===== src/rtl/switch_mode_selector.sv =====
// switch_mode_selector
// Front-panel switch decoder for the RTC controller. Each raw switch is
// synchronised with two flops and debounced. The resulting debounced vector
// is encoded into a registered programming-mode code: 0 = idle, i+1 = switch i.
// The block also provides a conflict flag and a one-cycle mode-change pulse.
//
// Build option: define SWITCH_LATCH_EN to select toggle mode. In toggle mode
// an isolated press of switch i flips the mode between i+1 and 0. When the
// macro is undefined the block uses follow mode: the mode tracks the single
// active switch.
module switch_mode_selector #(
    parameter int N_SW            = 3,
    parameter int DEBOUNCE_CYCLES = 4,
    parameter int MODE_W          = 2
) (
    input  logic              clk,
    input  logic              reset,
    input  logic [N_SW-1:0]   sw,
    output logic [MODE_W-1:0] mode_out,
    output logic              mode_changed,
    output logic              conflict
);

    localparam int CNT_W = (DEBOUNCE_CYCLES < 1) ? 1 : $clog2(DEBOUNCE_CYCLES + 1);
    localparam int HC_W  = $clog2(N_SW + 1);
    localparam logic [CNT_W-1:0] CNT_LAST = CNT_W'(DEBOUNCE_CYCLES - 1);

    logic [N_SW-1:0]   sync1_r;
    logic [N_SW-1:0]   sync2_r;
    logic [N_SW-1:0]   db_r;
    logic [CNT_W-1:0]  cnt_r [N_SW];

    logic [HC_W-1:0]   hot_cnt_s;
    logic [MODE_W-1:0] hot_idx_s;
    logic              conflict_s;
    logic [MODE_W-1:0] mode_nxt_s;

    logic [MODE_W-1:0] mode_r;
    logic              changed_r;
    logic              conflict_r;

    // Two-flop synchroniser bringing the asynchronous switch levels into clk.
    always_ff @(posedge clk or posedge reset) begin
        if (reset) begin
            sync1_r <= {N_SW{1'b0}};
            sync2_r <= {N_SW{1'b0}};
        end else begin
            sync1_r <= sw;
            sync2_r <= sync1_r;
        end
    end

    // Per-switch debounce: accept a new level only after it has held for DEBOUNCE_CYCLES cycles.
    always_ff @(posedge clk or posedge reset) begin
        if (reset) begin
            db_r <= {N_SW{1'b0}};
            for (int i = 0; i < N_SW; i++) begin
                cnt_r[i] <= {CNT_W{1'b0}};
            end
        end else begin
            for (int i = 0; i < N_SW; i++) begin
                if (sync2_r[i] == db_r[i]) begin
                    cnt_r[i] <= {CNT_W{1'b0}};
                end else if (cnt_r[i] == CNT_LAST) begin
                    db_r[i]  <= sync2_r[i];
                    cnt_r[i] <= {CNT_W{1'b0}};
                end else begin
                    cnt_r[i] <= cnt_r[i] + CNT_W'(1);
                end
            end
        end
    end

    // Count the active debounced switches and find the highest active index.
    always_comb begin
        hot_cnt_s = {HC_W{1'b0}};
        hot_idx_s = {MODE_W{1'b0}};
        for (int i = 0; i < N_SW; i++) begin
            hot_cnt_s = hot_cnt_s + HC_W'(db_r[i]);
            hot_idx_s = db_r[i] ? MODE_W'(i + 1) : hot_idx_s;
        end
        conflict_s = (hot_cnt_s > HC_W'(1));
    end

`ifdef SWITCH_LATCH_EN
    logic [N_SW-1:0] db_prev_r;
    logic [N_SW-1:0] rise_s;

    // Remember the previous debounced vector so that press edges can be detected.
    always_ff @(posedge clk or posedge reset) begin
        if (reset) begin
            db_prev_r <= {N_SW{1'b0}};
        end else begin
            db_prev_r <= db_r;
        end
    end

    // Toggle mode: an isolated press toggles between idle and that switch's mode.
    always_comb begin
        rise_s     = db_r & ~db_prev_r;
        mode_nxt_s = mode_r;
        if ((hot_cnt_s == HC_W'(1)) && (rise_s != {N_SW{1'b0}})) begin
            if (mode_r == hot_idx_s) begin
                mode_nxt_s = {MODE_W{1'b0}};
            end else begin
                mode_nxt_s = hot_idx_s;
            end
        end else begin
            mode_nxt_s = mode_r;
        end
    end
`else
    // Follow mode: idle when no switch is active, the switch's mode when exactly one is active, hold on conflict.
    always_comb begin
        mode_nxt_s = mode_r;
        if (hot_cnt_s == {HC_W{1'b0}}) begin
            mode_nxt_s = {MODE_W{1'b0}};
        end else if (hot_cnt_s == HC_W'(1)) begin
            mode_nxt_s = hot_idx_s;
        end else begin
            mode_nxt_s = mode_r;
        end
    end
`endif

    // Output registers: mode code, conflict level and change pulse all update together.
    always_ff @(posedge clk or posedge reset) begin
        if (reset) begin
            mode_r     <= {MODE_W{1'b0}};
            changed_r  <= 1'b0;
            conflict_r <= 1'b0;
        end else begin
            mode_r     <= mode_nxt_s;
            changed_r  <= (mode_nxt_s != mode_r);
            conflict_r <= conflict_s;
        end
    end

    assign mode_out     = mode_r;
    assign mode_changed = changed_r;
    assign conflict     = conflict_r;

endmodule


===== config.mk =====
export PLATFORM = sky130hd
export DESIGN_NAME = switch_mode_selector
export DESIGN_NICKNAME = d
export VERILOG_FILES = /design/src/rtl/switch_mode_selector.sv
export SDC_FILE = /design/constraint.sdc
export NUM_CORES = 1
export LEC_CHECK = 0
export CAP_MARGIN = 10
export CORE_MARGIN = 2
export CORE_UTILIZATION = 46
export DETAILED_ROUTE_END_ITERATION = 8
export PLACE_DENSITY = 0.64
export SLEW_MARGIN = 20
export SYNTH_ARGS = -nofsm -noshare
export SYNTH_HDL_FRONTEND = slang
export SYNTH_SLANG_ARGS = --single-unit

===== constraint.sdc =====
create_clock -name clk -period 1.6 [get_ports clk]
set_clock_uncertainty 0.05 [all_clocks]
set_input_delay 0.32 -clock clk [delete_from_list [all_inputs] [get_ports clk]]
set_output_delay 0.32 -clock clk [all_outputs]
set_load 0.01 [all_outputs]

==> impl_metrics.json, run 1 <==
{
  "dp_hpwl_um": 909,
  "die_h_um": 46.7,
  "worstSkewPairLatency_ns": 0.29,
  "swShare": 0.332,
  "dieArea_mm2": 0.00218,
  "grt_pass1_vias": 528,
  "drt_first_pass_iters": 4,
  "grt_overflow_total": 0,
  "groute.usage.overall": 0.146,
  "synth_cell_type_count": 16,
  "core_region_area_mm2": 0.00173,
  "yosysTopAreaCellShare": 0.656,
  "cts.reportedPaths.clkPinSlew_ns": 0.11,
  "finalSetupTns_ns": 0,
  "via_per_inst": 4.65,
  "cp.arrival_ns": 1.69,
  "relSlewSlack": 0.815,
  "synth.top_cells.by_count": "dfrtp_1 (22), inv_1 (5), nand2_1 (5), nor2b_1 (5), nor3b_1 (5)",
  "fin_nets": 95,
  "finalSetupViolCount": 0,
  "synth_most_common_cell": "dfrtp_1",
  "cts_tree": "yes",
  "h-tree-depth": 1,
  "grt_pass1_wl_um": 2170,
  "hold_buffers": 0,
  "rsz0062_at_grt": "true",
  "yosysSeqAreaShare": 0.656,
  "reg2reg_from": "db_r[0]$_DFFE_PP0P_",
  "use_met1": 0.176,
  "netlist_area_um2": 840,
  "start_util": 0.486,
  "globalplace.congestion": 0.770,
  "power.density_mw_per_mm2": 1650,
  "p_int_mw": 1.14,
  "post-place-cells": 103,
  "synth-seq-cells": 22,
  "synthCells": 67,
  "maxCapViolations": 0,
  "cts_buffers": 3,
  "async_flop_share": 1.00,
  "grtUsageMet2": 0.242,
  "period_needed_ns": 1.55,
  "end_kind": "register",
  "num_rows": 15,
  "diodes": 0,
  "final_cells": 109,
  "reg2regPathDepth": 5,
  "nFillCells": 160,
  "syn_to_final_growth_pct": 22.5,
  "clkPwrFrac": 0.137,
  "drive_above_1_share": 0.119,
  "seqPwrFrac": 0.449,
  "vias": 507,
  "antenna_found_initial": 0,
  "totalWireLength_um": 1310,
  "p_switching_mw": 0.565,
  "ys_warn_count": 0,
  "clock_sinks": 22,
  "hold_ws_ns": 0.291,
  "grtUsageMet3": 0.0235,
  "fmax_mhz": 646,
  "synthTopCellsByArea": "dfrtp_1 (66%), ha_1 (4.5%), nor3b_1 (4.5%)",
  "syn_nets": 76,
  "seqCellArea_um2": 551,
  "min_path_type": "in2async",
  "synthFlopType": "dfrtp_1",
  "crit_type": "reg2reg",
  "synth-edff-count": 0,
  "final_hold_viol_count": 0,
  "crit_start": "db_r[0]$_DFFE_PP0P_",
  "die_x_um": 46.7,
  "crit_path_end": "mode_changed$_DFF_PP0_",
  "period_share": 0.968,
  "combPwrFrac": 0.413,
  "synth_area_leader_cell": "dfrtp_1",
  "drt_iter0_drc": 8,
  "io_pins": 9,
  "busiest_layer": "met2",
  "worst-r2r-setup-slack_ns": 0.05,
  "slew_violations": 0,
  "crit_fanout": 4,
  "grt_max_degree": 23,
  "final_antenna_net_count": 0,
  "critPathRequiredTime_ns": 1.74,
  "root_buffer": "clkbuf_4",
  "worstMarginPinSlew_ns": 0.276,
  "synth.avg_cell_area_um2": 12.5,
  "outcome": "finished, final reports clean",
  "power.leakage_nw": 0.514,
  "critPathLaunchType": "register",
  "clk_path_buf_depth": 2,
  "port_buffers": 8,
  "drc": 0,
  "rr_endpoint": "mode_changed$_DFF_PP0_",
  "multi_input_area_um2": 273,
  "ir_drop_mv": 0.775,
  "wire_per_inst_um": 12.0
}
[cells in the final DEF, fill, tap and decap left out]
master | netlist | final
nor2b_1 | 5 | 5
a31oi_1 | 1 | 1
dlymetal6s2s_1 | 0 | 3
dfrtp_1 | 22 | 22
o21ai_0 | 3 | 3
nor4bb_1 | 1 | 1
o31ai_1 | 3 | 3
clkbuf_4 | 0 | 3
ha_1 | 3 | 3
fa_2 | 0 | 1
nor3b_1 | 5 | 5
xnor2_1 | 3 | 3
inv_1 | 5 | 5
nand3_1 | 1 | 1
nand2_1 | 5 | 5
buf_4 | 0 | 6
clkdlybuf4s50_1 | 0 | 5
nor2_1 | 4 | 4
nor3_1 | 3 | 3
a21oi_1 | 2 | 2
[how the worst min path moves through the flow]
stage | startpoint | endpoint | slack [ns] | cells after the start
after floorplan | reset | cnt_r[0]$_DFF_PP0_ | 0.26 | 1
after global placement | sync1_r[0]$_DFF_PP0_ | sync2_r[0]$_DFF_PP0_ | 0.28 | 0
after detailed placement | sync1_r[0]$_DFF_PP0_ | sync2_r[0]$_DFF_PP0_ | 0.28 | 0
after CTS | reset | cnt_r[6]$_DFF_PP0_ | 0.29 | 3
after global routing | reset | sync2_r[0]$_DFF_PP0_ | 0.32 | 3
final | reset | cnt_r[6]$_DFF_PP0_ | 0.29 | 3
[area by class of cell]
type,count,share of cell area
Clock buffer,3,0.0219
Multi-Input combinational cell,40,0.265
Sequential cell,22,0.535
Tap cell,25,0.0304
Timing Repair Buffer,14,0.129
Inverter,5,0.0182
[critical path, stage by stage (launching register included)]
cell and delay, ns:
dfrtp_1 0.38, inv_1 0.09, fa_2 0.61, a21oi_1 0.06
o31ai_1 0.20, nor2_1 0.06
[routing by layer]
metal,vias to the layer above,routed length (µm)
met2,7,614
met1,238,638
met4,0,13
met5,-,0
met3,2,42
li1,260,-
[stage by stage]
stage / util / total power, mW / instance area, µm² / setup slack, ns
2_1_floorplan: - / 1.20 / 840 / 0.130
3_3_place_gp: 0.564 / 1.40 / 973 / 0.0939
3_5_place_dp: 0.564 / 1.44 / 973 / 0.0536
4_1_cts: 0.586 / 1.70 / 1010 / 0.0181
5_1_grt: 0.596 / 1.85 / 1030 / -0.0354
6_report: 0.596 / 1.70 / 1030 / 0.0511
[flip-flops by register name (all words and copies together), names as in the netlist]
| register | flops |
|---|---|
| cnt_r | 9 |
| conflict | 1 |
| db_r | 3 |
| mode_changed | 1 |
| mode_out | 2 |
| sync1_r | 3 |
| sync2_r | 3 |
[power groups by stage]
| stage | Clock, mW | Combinational (mW) | Sequential, mW |
|---|---|---|---|
| 2_1_floorplan | 0 | 0.384 | 0.821 |
| 3_3_place_gp | 0 | 0.608 | 0.790 |
| 3_5_place_dp | 0 | 0.637 | 0.800 |
| 4_1_cts | 0.251 | 0.684 | 0.767 |
| 5_1_grt | 0.264 | 0.811 | 0.780 |
| 6_report | 0.234 | 0.703 | 0.765 |
[logic make-up after synthesis]
| group | count (synthesis) | share of synthesized area |
|---|---|---|
| compound gates | 9 | 0.0641 |
| xor+xnor | 3 | 0.0313 |
| fa+ha+maj | 4 | 0.0686 |
| buf+inv | 5 | 0.0224 |
| flops | 22 | 0.656 |
| simple gates | 24 | 0.158 |
[what timing repair did]
action                                  CTS  global route
endpoints found under the setup margin    2             4
cloned                                    0             0
buffers inserted                          2             1
gates resized for setup                   0             4
(Power assumes the default switching activity.)
==> inputs of run 2 (changes only) <==
--- a/config.mk
+++ b/config.mk
@@ -5,11 +5,13 @@
 export SDC_FILE = /design/constraint.sdc
 export NUM_CORES = 1
 export LEC_CHECK = 0
-export CAP_MARGIN = 10
+export CAP_MARGIN = 20
+export CELL_PAD_IN_SITES_DETAIL_PLACEMENT = 0
+export CELL_PAD_IN_SITES_GLOBAL_PLACEMENT = 1
 export CORE_MARGIN = 2
-export CORE_UTILIZATION = 46
+export CORE_UTILIZATION = 42
 export DETAILED_ROUTE_END_ITERATION = 8
-export PLACE_DENSITY = 0.64
+export PLACE_DENSITY = 0.71
 export SLEW_MARGIN = 20
 export SYNTH_ARGS = -nofsm -noshare
 export SYNTH_HDL_FRONTEND = slang
==> impl_metrics.json, run 2 (synthesized netlist as in run 1, its figures left out) <==
{
  "p_switching_mw": 0.566,
  "port_buffers": 8,
  "cts_buffers": 3,
  "via_per_inst": 4.71,
  "final_common_cell": "dfrtp_1",
  "clk_path_buf_depth": 2,
  "syn_to_final_growth_pct": 22.8,
  "critPathLaunchType": "register",
  "crit_fanout": 1,
  "outcome": "finished, final reports clean",
  "grt_overflow_total": 0,
  "finalSetupViolCount": 0,
  "num_rows": 16,
  "groute.usage.overall": 0.134,
  "h-tree-depth": 1,
  "reg2reg_from": "db_r[2]$_DFFE_PP0P_",
  "power.leakage_nw": 0.501,
  "fin_nets": 94,
  "p_int_mw": 1.16,
  "worst-r2r-setup-slack_ns": 0.09,
  "post-route-util": 0.536,
  "power.density_mw_per_mm2": 1680,
  "vias": 523,
  "nFillCells": 182,
  "root_buffer": "clkbuf_4",
  "worstSkewPairLatency_ns": 0.30,
  "worst_path_largest_cell_delay_ns": 0.53,
  "largest_register_ffs": 9,
  "cts.reportedPaths.clkPinSlew_ns": 0.12,
  "dp_hpwl_um": 903,
  "core_region_area_mm2": 0.00192,
  "maxCapViolations": 0,
  "die_h_um": 48.7,
  "wire_per_inst_um": 11.2,
  "grt_pass1_vias": 543,
  "die_x_um": 48.7,
  "final_antenna_net_count": 0,
  "rr_endpoint": "mode_changed$_DFF_PP0_",
  "antenna_found_initial": 0,
  "seqPwrFrac": 0.443,
  "drive_above_1_share": 0.107,
  "ir_drop_mv": 0.951,
  "period_needed_ns": 1.54,
  "min_path_type": "in2async",
  "grt_pass1_wl_um": 2420,
  "io_pins": 9,
  "drt_first_pass_iters": 4,
  "start_util": 0.437,
  "drt_iter0_drc": 8,
  "crit_type": "reg2out",
  "period_share": 0.960,
  "grt_max_degree": 23,
  "globalplace.congestion": 0.776,
  "seqCellArea_um2": 551,
  "clkPwrFrac": 0.170,
  "crit_family": "buffers and inverters",
  "cp.arrival_ns": 1.17,
  "combPwrFrac": 0.387,
  "finalSetupTns_ns": 0,
  "swShare": 0.327,
  "worstMarginPinSlew_ns": 0.276,
  "diodes": 0,
  "slowest_stage": "clkdlybuf4s50_1",
  "largest_register": "cnt_r",
  "clock_sinks": 22,
  "final_hold_viol_count": 0,
  "end_kind": "output pin",
  "relSlewSlack": 0.816,
  "path_cells": "clkdlybuf4s50_1",
  "critPathRequiredTime_ns": 1.23,
  "rsz0062_at_grt": "true",
  "drc": 0,
  "fmax_mhz": 651,
  "totalWireLength_um": 1240,
  "multi_input_area_um2": 270,
  "dieArea_mm2": 0.00237,
  "cp_num_buf_inv": 1,
  "cts_tree": "yes",
  "slew_violations": 0,
  "reg2regPathDepth": 5
}
==> run 2: changes by cell type in the layout (fill, tap and decap cells not counted) <==
cell            before  now
dlymetal6s2s_1       3    2
fa_2                 1    0
fa_1                 0    1
clkbuf_8             0    1
buf_4                6    5
dlygate4sd2_1        0    1
==> run 2: worst register-to-register path, delay by kind of cell (launching register included) <==
kind | cells | cell delay [ns]
compound gates | 2 | 0.25
simple gates | 1 | 0.06
buf+inv | 1 | 0.08
flops | 1 | 0.37
fa+ha+maj | 1 | 0.61
==> run 2: timing repair <==
item	in CTS	in global routing
buffers inserted	1	0
pin swaps	0	1
endpoints found under the setup margin	2	3
gates resized for setup	1	2
hold buffers	0	0
cloned	0	0
==> run 2: how the worst max path moves through the flow <==
stage	startpoint	endpoint	slack, ns	depth (start not counted)
2_1_floorplan	db_r[2]$_DFFE_PP0P_	mode_changed$_DFF_PP0_	0.13	5
3_3_place_gp	db_r[0]$_DFFE_PP0P_	mode_changed$_DFF_PP0_	0.09	5
3_5_place_dp	db_r[0]$_DFFE_PP0P_	mode_changed$_DFF_PP0_	0.05	5
4_1_cts	mode_out[1]$_DFF_PP0_	mode_out[1]	0.009	1
5_1_grt	db_r[2]$_DFFE_PP0P_	mode_changed$_DFF_PP0_	-0.03	5
6_report	conflict$_DFF_PP0_	conflict	0.06	1
==> run 2: stage by stage <==
step	instance area (µm²)	total power [mW]	setup WS (ns)	hold slack [ns]	instances
CTS	1030	1.76	0.00861	0.288	111
global placement	983	1.43	0.0893	0.283	106
floorplan	840	1.20	0.130	0.259	67
finish	1030	1.73	0.0639	0.287	111
global route	1030	1.89	-0.0301	0.328	111
detailed placement	983	1.45	0.0482	0.286	106
==> run 2: cell type report <==
class / count / area share
inverter: 5 / 0.0182
sequential: 22 / 0.534
multi-input combinational: 40 / 0.262
clock buffer: 4 / 0.0352
tap: 27 / 0.0328
timing repair buffer: 13 / 0.118
==> run 2: layer usage <==
layer  wire length, µm  vias up  global-route usage
met5                 0        -                   0
li1                  -      260                   -
met2               554        8               0.189
met4                23        0              0.0714
met1               618      253               0.188
met3                48        2              0.0340
==> run 2: power by group through the flow <==
stage | Clock (mW) | Combinational (mW) | Sequential [mW]
final | 0.294 | 0.668 | 0.766
after CTS | 0.308 | 0.679 | 0.771
after detailed placement | 0 | 0.656 | 0.790
after global routing | 0.339 | 0.759 | 0.788
after floorplan | 0 | 0.384 | 0.821
after global placement | 0 | 0.642 | 0.784
==> inputs of run 3 (changes only) <==
--- a/config.mk
+++ b/config.mk
@@ -11,6 +11,7 @@
 export CORE_MARGIN = 2
 export CORE_UTILIZATION = 42
 export DETAILED_ROUTE_END_ITERATION = 8
+export HOLD_SLACK_MARGIN = 0.03
 export PLACE_DENSITY = 0.71
 export SLEW_MARGIN = 20
 export SYNTH_ARGS = -nofsm -noshare
==> results of run 3 <==
No change in the layout: final DEF, timing and power equal those of run 2.
